<file path="src/rtl/matmul_pkg.sv">
// rtl/matmul_pkg.sv - shared matrix-multiply dimensions and result-reader state encoding
//
// Purpose: one place for the result matrix geometry (A x C elements of
// OUT_BITS each, stored flat as M3_L words) and the reader FSM states.
// It is shared by the multiplier and by matmul_result_reader.
package matmul_pkg;

  localparam int A        = 16;
  localparam int C        = 24;
  localparam int OUT_BITS = 32;
  localparam int M3_L     = A * C;

  typedef enum logic [1:0] {
    IDLE,
    READ,
    DRAIN,
    DONE
  } state_t;

endpackage

</file>
<file path="src/rtl/sync_fifo.sv">
// rtl/sync_fifo.sv - small synchronous FIFO with first-word-fall-through head
//
// Purpose: holds returned read data plus its tag until downstream accepts it.
// The head entry is visible combinationally on head_data_o whenever the FIFO
// is not empty.
// Ports:
//   clk, rst      clock, synchronous active-high reset (clears storage too)
//   push_i        write push_data_i at the tail
//   push_data_i   entry to write
//   pop_i         remove the head entry (ignored when empty)
//   head_data_o   current head entry
//   count_o       number of entries held
//   empty_o       no entries held
module sync_fifo #(
  parameter int DEPTH = 2,
  parameter int WIDTH = 8,
  localparam int PW    = (DEPTH > 1) ? $clog2(DEPTH) : 1,
  localparam int CNT_W = $clog2(DEPTH + 1)
) (
  input  logic             clk,
  input  logic             rst,
  input  logic             push_i,
  input  logic [WIDTH-1:0] push_data_i,
  input  logic             pop_i,
  output logic [WIDTH-1:0] head_data_o,
  output logic [CNT_W-1:0] count_o,
  output logic             empty_o
);

  logic [WIDTH-1:0] mem_q [DEPTH];
  logic [PW-1:0]    wr_ptr_q;
  logic [PW-1:0]    rd_ptr_q;
  logic [CNT_W-1:0] count_q;
  logic             do_push;
  logic             do_pop;

  function automatic logic [PW-1:0] next_ptr(input logic [PW-1:0] ptr);
    return (ptr == PW'(DEPTH - 1)) ? '0 : ptr + 1'b1;
  endfunction

  assign do_pop  = pop_i && (count_q != '0);
  // A push into a full FIFO is accepted only when the head leaves in the same cycle.
  assign do_push = push_i && ((count_q != CNT_W'(DEPTH)) || do_pop);

  always_ff @(posedge clk) begin
    if (rst) begin
      wr_ptr_q <= '0;
      rd_ptr_q <= '0;
      count_q  <= '0;
      for (int i = 0; i < DEPTH; i++) begin
        mem_q[i] <= '0;
      end
    end else begin
      if (do_push) begin
        mem_q[wr_ptr_q] <= push_data_i;
        wr_ptr_q        <= next_ptr(wr_ptr_q);
      end
      if (do_pop) begin
        rd_ptr_q <= next_ptr(rd_ptr_q);
      end
      case ({do_push, do_pop})
        2'b10:   count_q <= count_q + 1'b1;
        2'b01:   count_q <= count_q - 1'b1;
        default: count_q <= count_q;
      endcase
    end
  end

  assign head_data_o = mem_q[rd_ptr_q];
  assign count_o     = count_q;
  assign empty_o     = (count_q == '0);

endmodule

</file>
<file path="src/rtl/matmul_result_reader.sv">
// rtl/matmul_result_reader.sv - streams the flat result RAM out as tagged row/col beats
//
// Purpose: on start, reads every element of the A x C result RAM in
// row-major order and presents each as a valid/ready beat carrying its row,
// column and a last flag on the final element. At most two elements are ever
// outstanding (buffered plus in flight), so downstream may stall indefinitely.
// Ports:
//   clk, rst                 clock, synchronous active-high reset
//   start                    request a full pass (honoured only when idle)
//   busy, done               pass in progress / one-cycle completion pulse
//   m3_rd_en, m3_rd_addr     RAM read strobe and flat address (row*C + col)
//   m3_rd_data               RAM data, valid the cycle after m3_rd_en
//   out_valid, out_ready     stream handshake
//   out_data, out_row,
//   out_col, out_last        beat payload
module matmul_result_reader
  import matmul_pkg::state_t, matmul_pkg::IDLE, matmul_pkg::READ,
         matmul_pkg::DRAIN, matmul_pkg::DONE;
#(
  parameter int A        = matmul_pkg::A,
  parameter int C        = matmul_pkg::C,
  parameter int OUT_BITS = matmul_pkg::OUT_BITS,
  localparam int M3_L    = A * C,
  localparam int AW      = (M3_L > 1) ? $clog2(M3_L) : 1,
  localparam int RW      = (A > 1) ? $clog2(A) : 1,
  localparam int CW      = (C > 1) ? $clog2(C) : 1
) (
  input  logic                clk,
  input  logic                rst,
  input  logic                start,
  output logic                busy,
  output logic                done,
  output logic                m3_rd_en,
  output logic [AW-1:0]       m3_rd_addr,
  input  logic [OUT_BITS-1:0] m3_rd_data,
  output logic                out_valid,
  input  logic                out_ready,
  output logic [OUT_BITS-1:0] out_data,
  output logic [RW-1:0]       out_row,
  output logic [CW-1:0]       out_col,
  output logic                out_last
);

  localparam int FIFO_DEPTH = 2;
  localparam int FCNT_W     = $clog2(FIFO_DEPTH + 1);
  localparam int EW         = RW + CW + 1 + OUT_BITS;

  state_t          state_q;
  logic            busy_q;
  logic            done_q;
  logic [RW-1:0]   row_q;
  logic [CW-1:0]   col_q;
  logic [AW-1:0]   addr_q;

  // Tag of the read issued last cycle; it travels with the data the RAM returns now.
  logic            inflight_q;
  logic [RW-1:0]   tag_row_q;
  logic [CW-1:0]   tag_col_q;
  logic            tag_last_q;

  logic [FCNT_W-1:0] fifo_count;
  logic              fifo_empty;
  logic [EW-1:0]     fifo_head;
  logic              head_last;
  logic              pop;
  logic              rd_en;
  logic              at_last_elem;
  logic [2:0]        credit_used;

  assign at_last_elem = (row_q == RW'(A - 1)) && (col_q == CW'(C - 1));
  assign pop          = !fifo_empty && out_ready;

  // Slots committed after this edge: what is buffered plus what is arriving,
  // minus the beat leaving now. Keeping this below 2 guarantees the 2-entry
  // FIFO can always absorb the data of every issued read.
  assign credit_used  = 3'(fifo_count) + 3'(inflight_q) - 3'(pop);
  assign rd_en        = (state_q == READ) && (credit_used < 3'd2);

  always_ff @(posedge clk) begin
    if (rst) begin
      state_q    <= IDLE;
      busy_q     <= 1'b0;
      done_q     <= 1'b0;
      row_q      <= '0;
      col_q      <= '0;
      addr_q     <= '0;
      inflight_q <= 1'b0;
      tag_row_q  <= '0;
      tag_col_q  <= '0;
      tag_last_q <= 1'b0;
    end else begin
      inflight_q <= rd_en;
      if (rd_en) begin
        tag_row_q  <= row_q;
        tag_col_q  <= col_q;
        tag_last_q <= at_last_elem;
      end
      done_q <= 1'b0;

      case (state_q)
        IDLE: begin
          if (start) begin
            state_q <= READ;
            busy_q  <= 1'b1;
            row_q   <= '0;
            col_q   <= '0;
            addr_q  <= '0;
          end
        end
        READ: begin
          if (rd_en) begin
            // Counters hold on the final element so the address never leaves the RAM.
            if (at_last_elem) begin
              state_q <= DRAIN;
            end else begin
              addr_q <= addr_q + 1'b1;
              if (col_q == CW'(C - 1)) begin
                col_q <= '0;
                row_q <= row_q + 1'b1;
              end else begin
                col_q <= col_q + 1'b1;
              end
            end
          end
        end
        DRAIN: begin
          if (pop && head_last) begin
            state_q <= DONE;
            busy_q  <= 1'b0;
            done_q  <= 1'b1;
          end
        end
        DONE: begin
          state_q <= IDLE;
        end
        default: begin
          state_q <= IDLE;
          busy_q  <= 1'b0;
        end
      endcase
    end
  end

  sync_fifo #(
    .DEPTH (FIFO_DEPTH),
    .WIDTH (EW)
  ) u_fifo (
    .clk         (clk),
    .rst         (rst),
    .push_i      (inflight_q),
    .push_data_i ({tag_row_q, tag_col_q, tag_last_q, m3_rd_data}),
    .pop_i       (pop),
    .head_data_o (fifo_head),
    .count_o     (fifo_count),
    .empty_o     (fifo_empty)
  );

  assign head_last  = fifo_head[OUT_BITS];

  assign busy       = busy_q;
  assign done       = done_q;
  assign m3_rd_en   = rd_en;
  assign m3_rd_addr = addr_q;
  assign out_valid  = !fifo_empty;
  assign out_data   = fifo_head[OUT_BITS-1:0];
  assign out_col    = fifo_head[OUT_BITS+1 +: CW];
  assign out_row    = fifo_head[OUT_BITS+1+CW +: RW];
  // The head slot keeps stale contents after the final pop; last is only meaningful with valid.
  assign out_last   = head_last && !fifo_empty;

endmodule

</file>
<file path="config.mk">
export PLATFORM = sky130hd
export DESIGN_NAME = matmul_result_reader
export DESIGN_NICKNAME = d
export VERILOG_FILES = /design/src/rtl/matmul_pkg.sv /design/src/rtl/sync_fifo.sv /design/src/rtl/matmul_result_reader.sv
export SDC_FILE = /design/constraint.sdc
export NUM_CORES = 1
export LEC_CHECK = 0
export ABC_AREA = 0
export BUFFER_PORTS_ARGS = -buffer_cell sky130_fd_sc_hd__buf_2
export CAP_MARGIN = 20
export CORE_MARGIN = 2
export CORE_UTILIZATION = 30
export CTS_BUF_LIST = sky130_fd_sc_hd__clkbuf_8
export CTS_CLUSTER_DIAMETER = 50
export DETAILED_ROUTE_END_ITERATION = 10
export GPL_TIMING_DRIVEN = 0
export PLACE_DENSITY = 0.45
export SLEW_MARGIN = 10
export SYNTH_ARGS = -nofsm -noshare
export SYNTH_HDL_FRONTEND = slang
export SYNTH_SLANG_ARGS = --single-unit
</file>
<file path="constraint.sdc">
create_clock -name clk -period 6.9 [get_ports clk]
set_clock_uncertainty 0.2 [all_clocks]
set_input_delay 0.69 -clock clk [delete_from_list [all_inputs] [get_ports clk]]
set_output_delay 0.69 -clock clk [all_outputs]
set_load 0.01 [all_outputs]
</file>
[Word-level counts from Yosys, hierarchy flattened]
Memory sizes are Yosys's and may differ from the RTL's. A register that Yosys moved wholly into a read port is not among the register bits.
Index checks and enable logic that the tools add are counted.
Word-level totals
  register bits after elaboration: 37
  bits in writable memories: 84
  input bits: 36
  logic and storage cells: 96
  memories kept: 1
Cells by class
  add/sub/neg operators: 9
  order comparisons: 1
  eq/ne operators: 14
  multiplexer cells: 36
  bitwise operators: 1
  reductions and logical operators: 21
Memories
  u_fifo.mem_q: depth 2, width 42, read ports 1, clocked after Yosys merged registers in 1, write ports 2, line sync_fifo.sv:30  | logic [WIDTH-1:0] mem_q [DEPTH];
Operators with widths (number)
  42-bit 2-to-1 mux: 1
  42-bit OR reduction: 1
  9-bit 2-to-1 mux: 3
  5-bit 2-to-1 mux: 4
  9-bit one-hot mux with 2 select lines: 1
  4-bit 2-to-1 mux: 4
  1-bit 2-to-1 mux: 14
  2-bit inequality test (second input constant): 7
  5-bit one-hot mux with 2 select lines: 1
  9-bit by 1-bit adder with 9-bit output (second input constant): 1
  2-bit 2-to-1 mux: 4
  2-bit one-hot mux with 4 select lines: 1
  4-bit one-hot mux with 2 select lines: 1
  4-bit AND reduction: 2
  2-bit nonzero test: 4
  1-bit logical AND: 7
  2-bit equality test (second input constant): 3
  5-bit by 1-bit adder with 5-bit output (second input constant): 1
  5-bit equality test (second input constant): 1
  5-bit AND reduction: 1
  4-bit by 1-bit adder with 4-bit output (second input constant): 1
  2-bit by 1-bit equality test with 1-bit output (second input constant): 2
  4-bit equality test (second input constant): 1
  2-bit logical NOT: 2
  other kinds (13): 14

[Logic depth before layout (Yosys ltp)]
Gate-level depths: netlist of the first run.
  word-level depth: 11
  gate-level depth with buffers: 10
  depth with buffers taken out: 9

[Cells and area by module]
Synthesis of the first run repeated with hierarchy kept, for this count alone.
Second synthesis, totals
  cells, all modules: 458
  area total of the unflattened synthesis: 5740.5 µm²
By module, submodules not included
  sync_fifo: times used 1, cells each 253, area each 4005.1 µm², sequential area each 2622.5 µm²
  matmul_result_reader: times used 1, cells each 205, area each 1735.4 µm², sequential area each 660.6 µm²

[Worst setup path after synthesis of the first run]
OpenSTA, ideal clock, no wires.
  path type: input to register
  start point: in out_ready
  end point: mem u_fifo.mem_q[0][0] in the netlist's numbering, enable pin
  library setup time: 0.500 ns
  arrival: 3.759 ns
  data required time: 6.200 ns
  setup slack: 2.441 ns
  stages on the path: 2
  buffers on the path: 0
  cell sequence: o31ai_2 > o21ai_0
RTL lines
  start, declared: line matmul_result_reader.sv:37  | input logic out_ready,
  end, declared: line sync_fifo.sv:30

[Final worst setup path of the first run]
  start point: reg u_fifo.count_q[1], in the netlist u_fifo.count_o[1]
  end point: out m3_rd_en
Between the ends
  word-level cells in the longest chain between the ends: 6
  elaborated cells between the ends (all ways): 7
Ends and longest elaborated chain
  start, declared: line sync_fifo.sv:33  | logic [CNT_W-1:0] count_q;
  start signal, assigned: line sync_fifo.sv:62  | 2'b10: count_q <= count_q + 1'b1;
  start signal, assigned: line sync_fifo.sv:63  | 2'b01: count_q <= count_q - 1'b1;
  start signal, assigned: line sync_fifo.sv:64  | default: count_q <= count_q;
  branches (longest 3 deep; another with 2-bit by 1-bit adder with 3-bit output)
  3-bit by 1-bit subtractor with 3-bit output (*): line matmul_result_reader.sv:76  | assign credit_used = 3'(fifo_count) + 3'(inflight_q) - 3'(pop);
  3-bit by 2-bit less-than comparator with 1-bit output (*): line matmul_result_reader.sv:77  | assign rd_en = (state_q == READ) && (credit_used < 3'd2);
  1-bit logical AND (*): line matmul_result_reader.sv:77
  end, declared: line matmul_result_reader.sv:33  | output logic m3_rd_en,
Mark *: on every way between the ends.

==> insert_results.sql, run 1 <==
INSERT INTO impl_metrics (metric_group, metric, value, unit) VALUES
('run_status', 'status', 'completed', ''),
('cells_and_area', 'syn2layout_area_growth', '21.98', '%'),
('cts', 'cts.root.buffer_cell', 'clkbuf_8', ''),
('cts', 'worst_setup_hold_path_clk_slew', '0.07', 'ns'),
('pwr', 'internal-power', '1.417', 'mW'),
('floorplanning', 'fp-row-count', '49', ''),
('worst_hold_path', 'worstHoldPathCells', '2', ''),
('drt', 'avgViaCountPerCell', '4.731', ''),
('cells_and_area', 'fraction_of_layout_instances_using_a_drive_strength_above_1', '31.01', '%'),
('run', 'max-cap-violations', '0', ''),
('timing', 'worstMarginPinSlew', '0.8188', 'ns'),
('cts', 'post_cts.repair.setup_buffers', '0', ''),
('cts', 'cts_tree', 'done', ''),
('setup_path', 'regToRegStartpoint', 'u_fifo.count_o[1]', ''),
('drt', 'drt_first_iter_violations', '174', ''),
('floorplanning', 'fp.dieH', '139.9', 'um'),
('worst_hold_path', 'hp-class', 'flop to flop', ''),
('setup_path', 'setup.worst_path.start_class', 'flop', ''),
('grt', 'first_global_vias', '3939', ''),
('timing', 'worst_hold_slack', '0.2631', 'ns'),
('cts', 'cts_made_buffers', '17', ''),
('setup_path', 'crit_fanout', '10', ''),
('drt', 'drt_pre_antenna_iters', '5', ''),
('pwr', 'share_clk_of_total_power', '31.1', '%'),
('cells_and_area', 'fillers', '1808', ''),
('pwr', 'power_frac_comb', '25.1', '%'),
('setup_path', 'crit_chain', 'o21a_1, ha_1, nand2b_1, fa_1, xnor2_4, nand3_1, inv_1, clkbuf_1, buf_2', ''),
('grt', 'global_route.overflow_total', '0', ''),
('timing', 'min_period_over_period', '60.72', '%'),
('setup_path', 'critPathBufInv', '3', ''),
('floorplanning', 'start_util', '30.72', '%'),
('floorplanning', 'die_boundary_width', '139.9', 'um'),
('pwr', 'power.share.sequential', '43.8', '%'),
('setup_path', 'cp_data_arrival_time', '3.30', 'ns'),
('setup_path', 'crit_slowest_cell', 'dfxtp_1', ''),
('pwr', 'irDropWorstVdd', '0.1658', 'mV'),
('setup_path', 'r2r_cells', '10', ''),
('synth', 'synthesis.area', '5538', 'um2'),
('timing', 'grt_setup_unrepaired', 'no', ''),
('pwr', 'leakage_power', '2.600', 'nW'),
('setup_path', 'cp.depth', '9', ''),
('synth', 'synth_edf_count', '84', ''),
('synth', 'synth-seq-area-share', '59.29', '%'),
('synth', 'yosysWarningCount', '0', ''),
('place', 'routabilityCongestion', '0.8087', ''),
('pwr', 'switching_share', '30.56', '%'),
('cts', 'ctsLongestPathBuffers', '2', ''),
('synth', 'synth.ff_latch_count', '122', ''),
('drt', 'wl_per_cell', '15.60', 'um'),
('worst_hold_path', 'hold-path-endpoint', 'tag_col_q[4]', ''),
('place', 'hpwlAfterDp', '8565', 'um'),
('setup_path', 'critPathCaptureType', 'primary output', ''),
('pwr', 'switching_power', '0.6238', 'mW'),
('setup_path', 'timing.critical_path.required', '6.01', 'ns'),
('synth', 'yosys_most_used_dff', 'edfxtp_1', ''),
('synth', 'mappedNetlistNets', '496', ''),
('drt', 'vias', '3799', ''),
('synth', 'asyncSetResetFlopFracSynth', '0', '%'),
('cts', 'cts_resized', '0', ''),
('drt', 'remaining_design_rule_violation_count', '0', ''),
('setup_path', 'setup.reg_to_reg.worst_slack', '3.73', 'ns'),
('synth', 'post_synth.cell_area_avg', '12.28', 'um2'),
('cts', 'htree_num_levels', '4', ''),
('setup_path', 'r2r-end', 'm3_rd_addr[4]', ''),
('grt', 'antenna_found_initial', '0', ''),
('timing', 'finalSetupViolations', '0', ''),
('place', 'numPortBuffers', '89', ''),
('drt', 'finalWirelength', '12530', 'um'),
('setup_path', 'timing.critical_path.slowest_cell_delay', '0.53', 'ns'),
('cells_and_area', 'insertedDiodeCount', '0', ''),
('grt', 'gr-usage-all-layers', '13.43', '%');
-- worst min-delay path, delay by kind of cell, from the launching register on --
kind	cells	cell delay, ns
DFF	1	0.31
AOI/OAI and AO/OA	1	0.05
and+or+nand+nor	1	0.05
-- routing by layer --
metal	GRT usage, %	share of wire (%)
met1	17.65	47
met2	21.28	48
met3	3.957	4.7
met4	4.474	0.49
met5	0	0
-- worst max path at each step --
stage	start	endpoint	slack, ns
final	u_fifo.count_o[1]	m3_rd_en	2.71
after global routing	u_fifo.count_o[1]	m3_rd_en	2.42
after CTS	u_fifo.count_o[1]	m3_rd_en	2.63
after detailed placement	out_ready	m3_rd_en	2.89
after global placement	out_ready	u_fifo.mem_q[0][27]	0.04
after floorplan	out_ready	u_fifo.mem_q[0][0]	2.44
-- synthesized netlist by cell type (all sizes together) (2+ instances only) --
cell type | n | area, um2
mux2 | 42 | 473.0
nor2 | 11 | 43.80
nor3 | 3 | 15.01
a311oi | 7 | 61.31
xnor2 | 2 | 36.29
clkbuf | 18 | 77.57
and2 | 85 | 531.8
o21ai | 11 | 55.05
buf | 5 | 33.78
nand4b | 2 | 17.52
edfxtp | 84 | 2522
and3 | 2 | 12.51
or2 | 2 | 12.51
inv | 9 | 33.78
nand3 | 9 | 45.04
nor4 | 3 | 18.77
o211ai | 4 | 30.03
a31oi | 8 | 50.05
dfxtp | 38 | 760.7
a41oi | 3 | 26.28
a21oi | 22 | 113.9
ha | 8 | 100.1
or4 | 4 | 30.03
nand2b | 6 | 37.54
or3 | 3 | 18.77
o31ai | 2 | 20.02
nand2 | 33 | 123.9
o21a | 3 | 22.52
o31a | 3 | 26.28
-- flip-flops by register name, summed over array words and instances (netlist names), named ones only --
signal / flops
u_fifo.mem_q: 84
done: 1
tag_last_q: 1
u_fifo.wr_ptr_q: 1
m3_rd_addr: 9
inflight_q: 1
busy: 1
u_fifo.count_o: 2
state_q: 2
u_fifo.rd_ptr_q: 1
col_q: 5
tag_col_q: 5
tag_row_q: 4
row_q: 4
-- cell type report --
cell class | count | share of cell area, %
buffer | 24 | 1.778
clock buffer | 17 | 3.464
clock inverter | 14 | 2.334
inverter | 9 | 0.5001
multi-input combinational | 296 | 31.27
sequential | 122 | 48.60
tap | 229 | 4.242
timing repair buffer | 92 | 7.816
-- cells in the final DEF, fill, tap and decap left out, drive strengths merged, types with 3 or more instances in the layout --
cell / Yosys / routed
a21oi: 22 / 22
a311oi: 7 / 7
a31oi: 8 / 8
a41oi: 3 / 3
and2: 85 / 85
buf: 5 / 97
bufinv: 0 / 3
clkbuf: 18 / 35
clkinv: 0 / 7
dfxtp: 38 / 38
edfxtp: 84 / 84
ha: 8 / 8
inv: 9 / 12
mux2: 42 / 42
nand2: 33 / 33
nand2b: 6 / 6
nand3: 9 / 9
nor2: 11 / 11
nor3: 3 / 3
nor4: 3 / 3
o211ai: 4 / 4
o21a: 3 / 3
o21ai: 11 / 11
o31a: 3 / 3
or3: 3 / 3
or4: 4 / 4
-- power by group through the flow --
stage	Combinational [mW]	Sequential (mW)	Clock, mW
floorplan	0.329	0.907	0
global placement	0.494	0.914	0
detailed placement	0.517	0.910	0
CTS	0.521	0.895	0.658
global route	0.567	0.902	0.688
finish	0.511	0.894	0.636
-- cells by family (layout without fill, tap and decap cells) --
family | count (synthesis) | in the layout | share of synthesized area, %
buf+inv | 33 | 156 | 2.779
compound gates | 70 | 70 | 8.360
mux | 43 | 43 | 8.789
xor+xnor | 3 | 3 | 0.8135
flops | 122 | 122 | 59.29
fa+ha+maj | 9 | 9 | 2.169
simple gates | 171 | 171 | 17.80
-- stage by stage --
stage	worst slack, ns	instances	power [mW]	cell area (um2)	utilization [%]
3_3_place_gp	0.04281	769	1.408	6270	34.78
6_report	2.710	803	2.041	6755	37.48
2_1_floorplan	2.441	451	1.237	5538	-
3_5_place_dp	2.888	772	1.428	6364	35.30
5_1_grt	2.424	803	2.158	6755	37.48
4_1_cts	2.634	803	2.074	6755	37.48
(Power assumes the default switching activity.)
==> run 2: changes to the inputs <==
--- a/config.mk
+++ b/config.mk
@@ -5,7 +5,7 @@
 export SDC_FILE = /design/constraint.sdc
 export NUM_CORES = 1
 export LEC_CHECK = 0
-export ABC_AREA = 0
+export ABC_AREA = 1
 export BUFFER_PORTS_ARGS = -buffer_cell sky130_fd_sc_hd__buf_2
 export CAP_MARGIN = 20
 export CORE_MARGIN = 2
==> constraint.sdc (replaced) <==
create_clock -name clk -period 3.88 [get_ports clk]
set_clock_uncertainty 0.2 [all_clocks]
set_input_delay 0.388 -clock clk [delete_from_list [all_inputs] [get_ports clk]]
set_output_delay 0.388 -clock clk [all_outputs]
set_load 0.01 [all_outputs]
==> run 2 against run 1 <==
Compared with the run above: highest routed layer unchanged; sequential power rose by 86%; routed wire length rose by 7.0%; largest cell class unchanged; synthesized area is 0.95% higher.
==> insert_results.sql, run 2 <==
INSERT INTO impl_metrics (metric_group, metric, value, unit) VALUES
('grt', 'grt_pass1_wl', '21740', 'um'),
('synth', 'synth.ff_latch_count', '122', ''),
('cts', 'clk_latency', '0.44', 'ns'),
('pwr', 'switching_power', '1.414', 'mW'),
('synth', 'synth_top_cells_by_area', 'edfxtp_1, dfxtp_1, nand2_1', ''),
('cells_and_area', 'fraction_of_layout_instances_using_a_drive_strength_above_1', '20.13', '%'),
('cells_and_area', 'fillers', '1900', ''),
('floorplanning', 'placeableCoreArea', '18150', 'um2'),
('timing', 'grt_setup_unrepaired', 'no', ''),
('pwr', 'irDropWorstVdd', '0.2240', 'mV'),
('setup_path', 'criticalPathCategory', 'flop to primary output', ''),
('drt', 'vias', '4506', ''),
('floorplanning', 'fp.dieH', '140.5', 'um'),
('cts', 'cts_resized', '0', ''),
('timing', 'final_hold_viol_count', '0', ''),
('timing', 'worst_hold_slack', '0.04798', 'ns'),
('drt', 'drt_first_iter_violations', '204', ''),
('setup_path', 'critPathBufInv', '1', ''),
('drt', 'avgViaCountPerCell', '4.488', ''),
('cells_and_area', 'layout.cells.most_common', 'nand2_1', ''),
('pwr', 'power.share.sequential', '40.4', '%'),
('synth', 'yosysWarningCount', '0', ''),
('cells_and_area', 'insertedDiodeCount', '0', ''),
('pwr', 'pwr_density_cell', '601.2', 'nW/um2'),
('grt', 'first_global_vias', '4418', ''),
('synth', 'synth_top_area_cell', 'edfxtp_1', ''),
('synth', 'post_synth.cell_area_avg', '8.601', 'um2'),
('synth', 'synth.cells.most_frequent', 'nand2_1, nor2_1, edfxtp_1', ''),
('cts', 'ctsLongestPathBuffers', '2', ''),
('timing', 'setup_total_negative_slack', '0', 'ns'),
('cts', 'htree_num_levels', '4', ''),
('drt', 'met3WireLength', '697', 'um'),
('timing', 'min_period_over_period', '89.36', '%'),
('drt', 'drt_pre_antenna_iters', '5', ''),
('floorplanning', 'fp-row-count', '49', ''),
('pwr', 'totalPowerFinal', '4.102', 'mW'),
('synth', 'post-synth-top-count-cell', 'nand2_1', ''),
('setup_path', 'path_common_cell', 'nor2_4', ''),
('synth', 'synth.lib_cells_used.distinct', '33', ''),
('setup_path', 'crit_slowest_cell', 'fa_1', ''),
('place', 'routabilityCongestion', '0.8212', ''),
('drt', 'top_routing_layer_in_use', 'met4', ''),
('setup_path', 'critical-path-top-delay-family', 'simple AND/OR/NAND/NOR gates', ''),
('run', 'max-cap-violations', '0', ''),
('synth', 'asyncSetResetFlopFracSynth', '0', '%'),
('pwr', 'switching_share', '34.47', '%'),
('drt', 'drt-met1-wl', '6152', 'um'),
('cts', 'worst_setup_hold_path_clk_slew', '0.08', 'ns'),
('drt', 'remaining_design_rule_violation_count', '0', ''),
('setup_path', 'critPathCaptureType', 'primary output', ''),
('cells_and_area', 'syn2layout_area_growth', '22.05', '%'),
('timing', 'worstMarginPinSlew', '0.6503', 'ns'),
('cells_and_area', 'register_with_the_most_flip_flops', 'u_fifo.mem_q', ''),
('cts', 'cts.root.buffer_cell', 'clkbuf_8', ''),
('grt', 'global_route.overflow_total', '0', ''),
('floorplanning', 'die_area', '19740', 'um2'),
('synth', 'synthesis.area', '5590', 'um2'),
('place', 'numPortBuffers', '90', ''),
('timing', 'fin_crit_period', '3.467', 'ns'),
('synth', 'mappedNetlistNets', '695', ''),
('grt', 'largest_net_degree_at_the_start_of_global_routing', '32', ''),
('drt', 'finalWirelength', '13400', 'um'),
('setup_path', 'crit_fanout', '7', ''),
('worst_hold_path', 'hp-class', 'primary input to flop', ''),
('pwr', 'leakage_power', '3.176', 'nW'),
('synth', 'post-synth-top-area-fraction', '45.12', '%'),
('synth', 'synth_edf_count', '84', ''),
('setup_path', 'crit_chain', 'nor2_1, nor2_4, ha_1, or2_2, fa_1, nand3_4, nor2_4, buf_2', ''),
('pwr', 'share_clk_of_total_power', '30.2', '%'),
('timing', 'final-max-slew-violation-count', '0', ''),
('setup_path', 'setup.worst_path.start_class', 'flop', ''),
('timing', 'max_fclk', '288.4', 'MHz'),
('drt', 'postRouteAntennaNets', '0', ''),
('place', 'dp_worst_setup_slack', '0.6815', 'ns'),
('floorplanning', 'start_util', '30.81', '%'),
('cts', 'clkSinkCount', '122', ''),
('pwr', 'internal-power', '2.688', 'mW'),
('setup_path', 'timing.critical_path.required', '3.29', 'ns'),
('run_status', 'status', 'completed', ''),
('synth', 'synth-seq-area-share', '58.73', '%'),
('setup_path', 'cp_data_arrival_time', '2.88', 'ns'),
('floorplanning', 'io_pins', '91', ''),
('cells_and_area', 'number_of_nets_in_the_layout', '807', ''),
('cells_and_area', 'mostFrequentLayoutCells', 'nand2_1, nor2_1, buf_2', ''),
('grt', 'gr-usage-all-layers', '14.11', '%'),
('pwr', 'power_frac_comb', '29.3', '%'),
('timing', 'max_slew_margin', '56.49', '%'),
('timing', 'finalSetupViolations', '0', ''),
('setup_path', 'timing.critical_path.slowest_cell_delay', '0.54', 'ns'),
('timing', 'worst_slack', '0.4128', 'ns'),
('drt', 'wl_per_cell', '13.35', 'um'),
('grt', 'antenna_found_initial', '0', ''),
('place', 'hpwlAfterDp', '9015', 'um'),
('synth', 'syn_inst', '650', ''),
('floorplanning', 'die_boundary_width', '140.5', 'um'),
('drt', 'wl_met2', '6351', 'um'),
('cts', 'cts_made_buffers', '17', ''),
('cts', 'cts_tree', 'done', ''),
('cells_and_area', 'largest_register_ffs', '84', ''),
('synth', 'yosys_most_used_dff', 'edfxtp_1', '');
[run 2: worst reg2reg max path: cells and delay by family, from the launching register on]
kind	cells	cell delay [ns]
AOI/OAI and AO/OA	2	0.25
adders and majority gates	2	0.81
buffers and inverters	2	0.34
DFF	1	0.38
and+or+nand+nor	5	1.07
[run 2: routing by layer]
metal,global-route usage (%),vias to the layer above
met1,17.61,2090
met5,0,-
met4,4.526,0
met2,23.74,113
li1,-,2285
met3,4.000,18
[run 2: cell families after synthesis]
family	share of synthesized area, %
simple gates	26.86
flops	58.73
buf+inv	7.677
compound gates	4.588
fa+ha+maj	2.149
[run 2: final timing paths]
check,from,to,slack (ns),cells past startpoint
worst max-delay path,u_fifo.count_o[1],m3_rd_en,0.41,8
worst min register to register,u_fifo.rd_ptr_q,flop,0.27,1
worst max register to register,u_fifo.count_o[1],tag_row_q[3],0.72,11
worst min-delay path,start,busy,0.05,3
[run 2: final cells by class]
class	count	area (um2)	share of cell area (%)
flip-flops and latches	122	3283	48.12
well taps	229	286.5	4.200
plain buffers	26	140.1	2.054
multi-input cells	425	1883	27.60
inverters	77	289.0	4.236
clock inverters	15	198.9	2.916
repair buffers	93	508.0	7.445
clock buffers	17	234.0	3.429
[run 2: repair_timing]
item | 4_1_cts | 5_1_grt
setup endpoints to repair | 0 | 0
hold buffers | 1 | 0
hold endpoints to repair | 2 | 0
setup buffers | 0 | 0
[run 2: per-stage QoR]
step / instances / cell area [um2] / util [%]
after floorplan: 650 / 5590 / -
after global placement: 969 / 6327 / 34.87
after detailed placement: 971 / 6380 / 35.16
after CTS: 1004 / 6823 / 37.60
after global routing: 1004 / 6823 / 37.60
final: 1004 / 6823 / 37.60
[run 2: power by group through the flow]
stage / Clock, mW / Combinational (mW) / Sequential (mW)
floorplan: 0 / 0.835 / 1.67
global placement: 0 / 1.19 / 1.69
detailed placement: 0 / 1.22 / 1.69
CTS: 1.28 / 1.22 / 1.66
global route: 1.34 / 1.38 / 1.68
finish: 1.24 / 1.20 / 1.66
==> run 3: changes to the inputs <==
==> constraint.sdc (replaced) <==
create_clock -name clk -period 3.5 [get_ports clk]
set_clock_uncertainty 0.2 [all_clocks]
set_input_delay 0.35 -clock clk [delete_from_list [all_inputs] [get_ports clk]]
set_output_delay 0.35 -clock clk [all_outputs]
set_load 0.01 [all_outputs]
==> run 3 against run 2 <==
Compared with the run above: hold slack got worse by 0.025 ns; first-iteration DRC count increased by 22%; register-to-register slack got worse by 0.23 ns; die area did not move; routed wire length up 0.29%; global-route usage about the same; largest power group unchanged; worst setup slack worse by 0.19 ns; non-clock buffer count is 5 higher; critical endpoint unchanged; clock-buffer cell count unchanged; critical path depth stayed put.
==> insert_results.sql, run 3 (synthesis gave the netlist of run 2 again) <==
INSERT INTO impl_metrics (metric_group, metric, value, unit) VALUES
('run_status', 'status', 'completed', ''),
('cells_and_area', 'insertedDiodeCount', '0', ''),
('cts', 'cts_made_buffers', '17', ''),
('cells_and_area', 'fraction_of_layout_instances_using_a_drive_strength_above_1', '20.26', '%'),
('setup_path', 'path_common_cell', 'nor2_4', ''),
('place', 'place_inst', '971', ''),
('setup_path', 'crit_slowest_cell', 'fa_1', ''),
('cells_and_area', 'layout.cells.most_common', 'nand2_1', ''),
('timing', 'max_slew_margin', '56.39', '%'),
('cts', 'worst_setup_hold_path_clk_slew', '0.08', 'ns'),
('cells_and_area', 'fin_area', '6877', 'um2'),
('grt', 'largest_net_degree_at_the_start_of_global_routing', '32', ''),
('setup_path', 'critPathCaptureType', 'primary output', ''),
('timing', 'worstMarginPinSlew', '0.6519', 'ns'),
('cells_and_area', 'mostFrequentLayoutCells', 'nand2_1, nor2_1, buf_2', ''),
('drt', 'wl_per_cell', '13.32', 'um'),
('grt', 'global_route.overflow_total', '0', ''),
('timing', 'min_period_over_period', '93.71', '%'),
('timing', 'final-max-slew-violation-count', '0', ''),
('pwr', 'leakage_power', '3.198', 'nW'),
('timing', 'worst_hold_slack', '0.02276', 'ns'),
('cells_and_area', 'register_with_the_most_flip_flops', 'u_fifo.mem_q', ''),
('drt', 'finalWirelength', '13440', 'um'),
('floorplanning', 'start_util', '30.81', '%'),
('drt', 'remaining_design_rule_violation_count', '0', ''),
('grt', 'antenna_found_initial', '0', ''),
('setup_path', 'timing.critical_path.slowest_cell_delay', '0.54', 'ns'),
('place', 'numPortBuffers', '90', ''),
('timing', 'fin_crit_period', '3.280', 'ns'),
('cells_and_area', 'syn2layout_area_growth', '23.01', '%'),
('setup_path', 'crit_fanout', '7', ''),
('floorplanning', 'die_boundary_width', '140.5', 'um'),
('pwr', 'irDropWorstVdd', '0.2476', 'mV'),
('setup_path', 'cp_data_arrival_time', '2.73', 'ns'),
('drt', 'avgViaCountPerCell', '4.467', ''),
('drt', 'drt_first_iter_violations', '248', ''),
('pwr', 'totalPowerFinal', '4.557', 'mW'),
('run', 'max-cap-violations', '0', ''),
('floorplanning', 'fp.dieH', '140.5', 'um'),
('timing', 'worst_slack', '0.2203', 'ns'),
('timing', 'grt_setup_unrepaired', 'no', ''),
('grt', 'gr-usage-all-layers', '14.12', '%'),
('place', 'hpwlAfterDp', '9015', 'um'),
('setup_path', 'setup.worst_path.start_class', 'flop', ''),
('setup_path', 'timing.critical_path.required', '2.95', 'ns'),
('cts', 'clk_latency', '0.44', 'ns'),
('cells_and_area', 'largest_register_ffs', '84', ''),
('timing', 'finalSetupViolations', '0', ''),
('cells_and_area', 'fillers', '1896', ''),
('floorplanning', 'fp-row-count', '49', ''),
('grt', 'first_global_vias', '4429', ''),
('setup_path', 'criticalPathCategory', 'flop to primary output', ''),
('pwr', 'pwr_density_cell', '662.7', 'nW/um2'),
('cts', 'cts.root.buffer_cell', 'clkbuf_8', ''),
('grt', 'grt_pass1_wl', '21760', 'um'),
('place', 'area_after_detailed_placement', '6380', 'um2'),
('setup_path', 'critPathBufInv', '1', ''),
('cells_and_area', 'number_of_nets_in_the_layout', '812', ''),
('floorplanning', 'io_pins', '91', ''),
('drt', 'vias', '4507', ''),
('place', 'dp_worst_setup_slack', '0.3015', 'ns'),
('setup_path', 'setup.reg_to_reg.worst_slack', '0.49', 'ns'),
('cells_and_area', 'seqCellArea', '3284', 'um2'),
('cells_and_area', 'final_cells', '1009', ''),
('setup_path', 'critical-path-top-delay-family', 'simple AND/OR/NAND/NOR gates', ''),
('cts', 'clkSinkCount', '122', ''),
('worst_hold_path', 'hp-class', 'primary input to flop', ''),
('place', 'routabilityCongestion', '0.8212', ''),
('timing', 'final_hold_viol_count', '0', ''),
('floorplanning', 'placeableCoreArea', '18150', 'um2'),
('drt', 'postRouteAntennaNets', '0', ''),
('timing', 'max_fclk', '304.9', 'MHz'),
('setup_path', 'crit_chain', 'nor2_2, nor2_4, ha_1, or2_2, fa_1, nand3_4, nor2_4, buf_2', ''),
('cts', 'htree_num_levels', '4', ''),
('cts', 'ctsLongestPathBuffers', '2', ''),
('floorplanning', 'die_area', '19740', 'um2'),
('drt', 'drt_pre_antenna_iters', '5', ''),
('cells_and_area', 'multi_input_area', '1886', 'um2'),
('cts', 'cts_tree', 'done', '');
run 3: repair_timing:
item / in CTS / in global routing
hold buffers: 6 / 0
setup buffers: 0 / 0
endpoints found under the setup margin: 0 / 1
gates resized for setup: 0 / 2
hold endpoints to repair: 7 / 0
run 3: cell type report:
type | count | share of cell area [%]
Clock inverter | 15 | 2.893
Inverter | 77 | 4.203
Multi-Input combinational cell | 425 | 27.42
Buffer | 26 | 2.038
Sequential cell | 122 | 47.76
Timing Repair Buffer | 98 | 8.115
Clock buffer | 17 | 3.402
Tap cell | 229 | 4.167
run 3: worst paths after layout:
path | to | startpoint | cells after the start
setup / recovery | m3_rd_en | u_fifo.count_o[1] | 8
hold / removal | u_fifo.mem_q[0][8] | m3_rd_data[8] | 3
setup reg to reg | tag_row_q[3] | u_fifo.count_o[1] | 11
hold reg to reg | flop | u_fifo.rd_ptr_q | 1
run 3: routing by layer:
metal	up-vias	global-route usage [%]	wire (um)
li1	2291	-	-
met1	2095	17.65	6238
met2	102	23.76	6373
met3	19	3.932	619
met4	0	4.526	210
met5	-	0	0
run 3: power by group:
part / switching, mW / internal, mW / total, mW
Clock: 0.600 / 0.776 / 1.38
Sequential: 0.0919 / 1.75 / 1.84
Combinational: 0.881 / 0.461 / 1.34
Total: 1.57 / 2.98 / 4.56
run 3: per-stage QoR:
step                TNS [ns]  util [%]
CTS                        0     37.87
floorplan                  0         -
global placement      -22.55     34.87
global route               0     37.89
finish                     0     37.89
detailed placement         0     35.16
run 3: tightest hold or removal path: cells and delay by family:
kind                   cells  cell delay [ns]
buffers and inverters      2             0.11
AND/OR/NAND/NOR            1             0.09
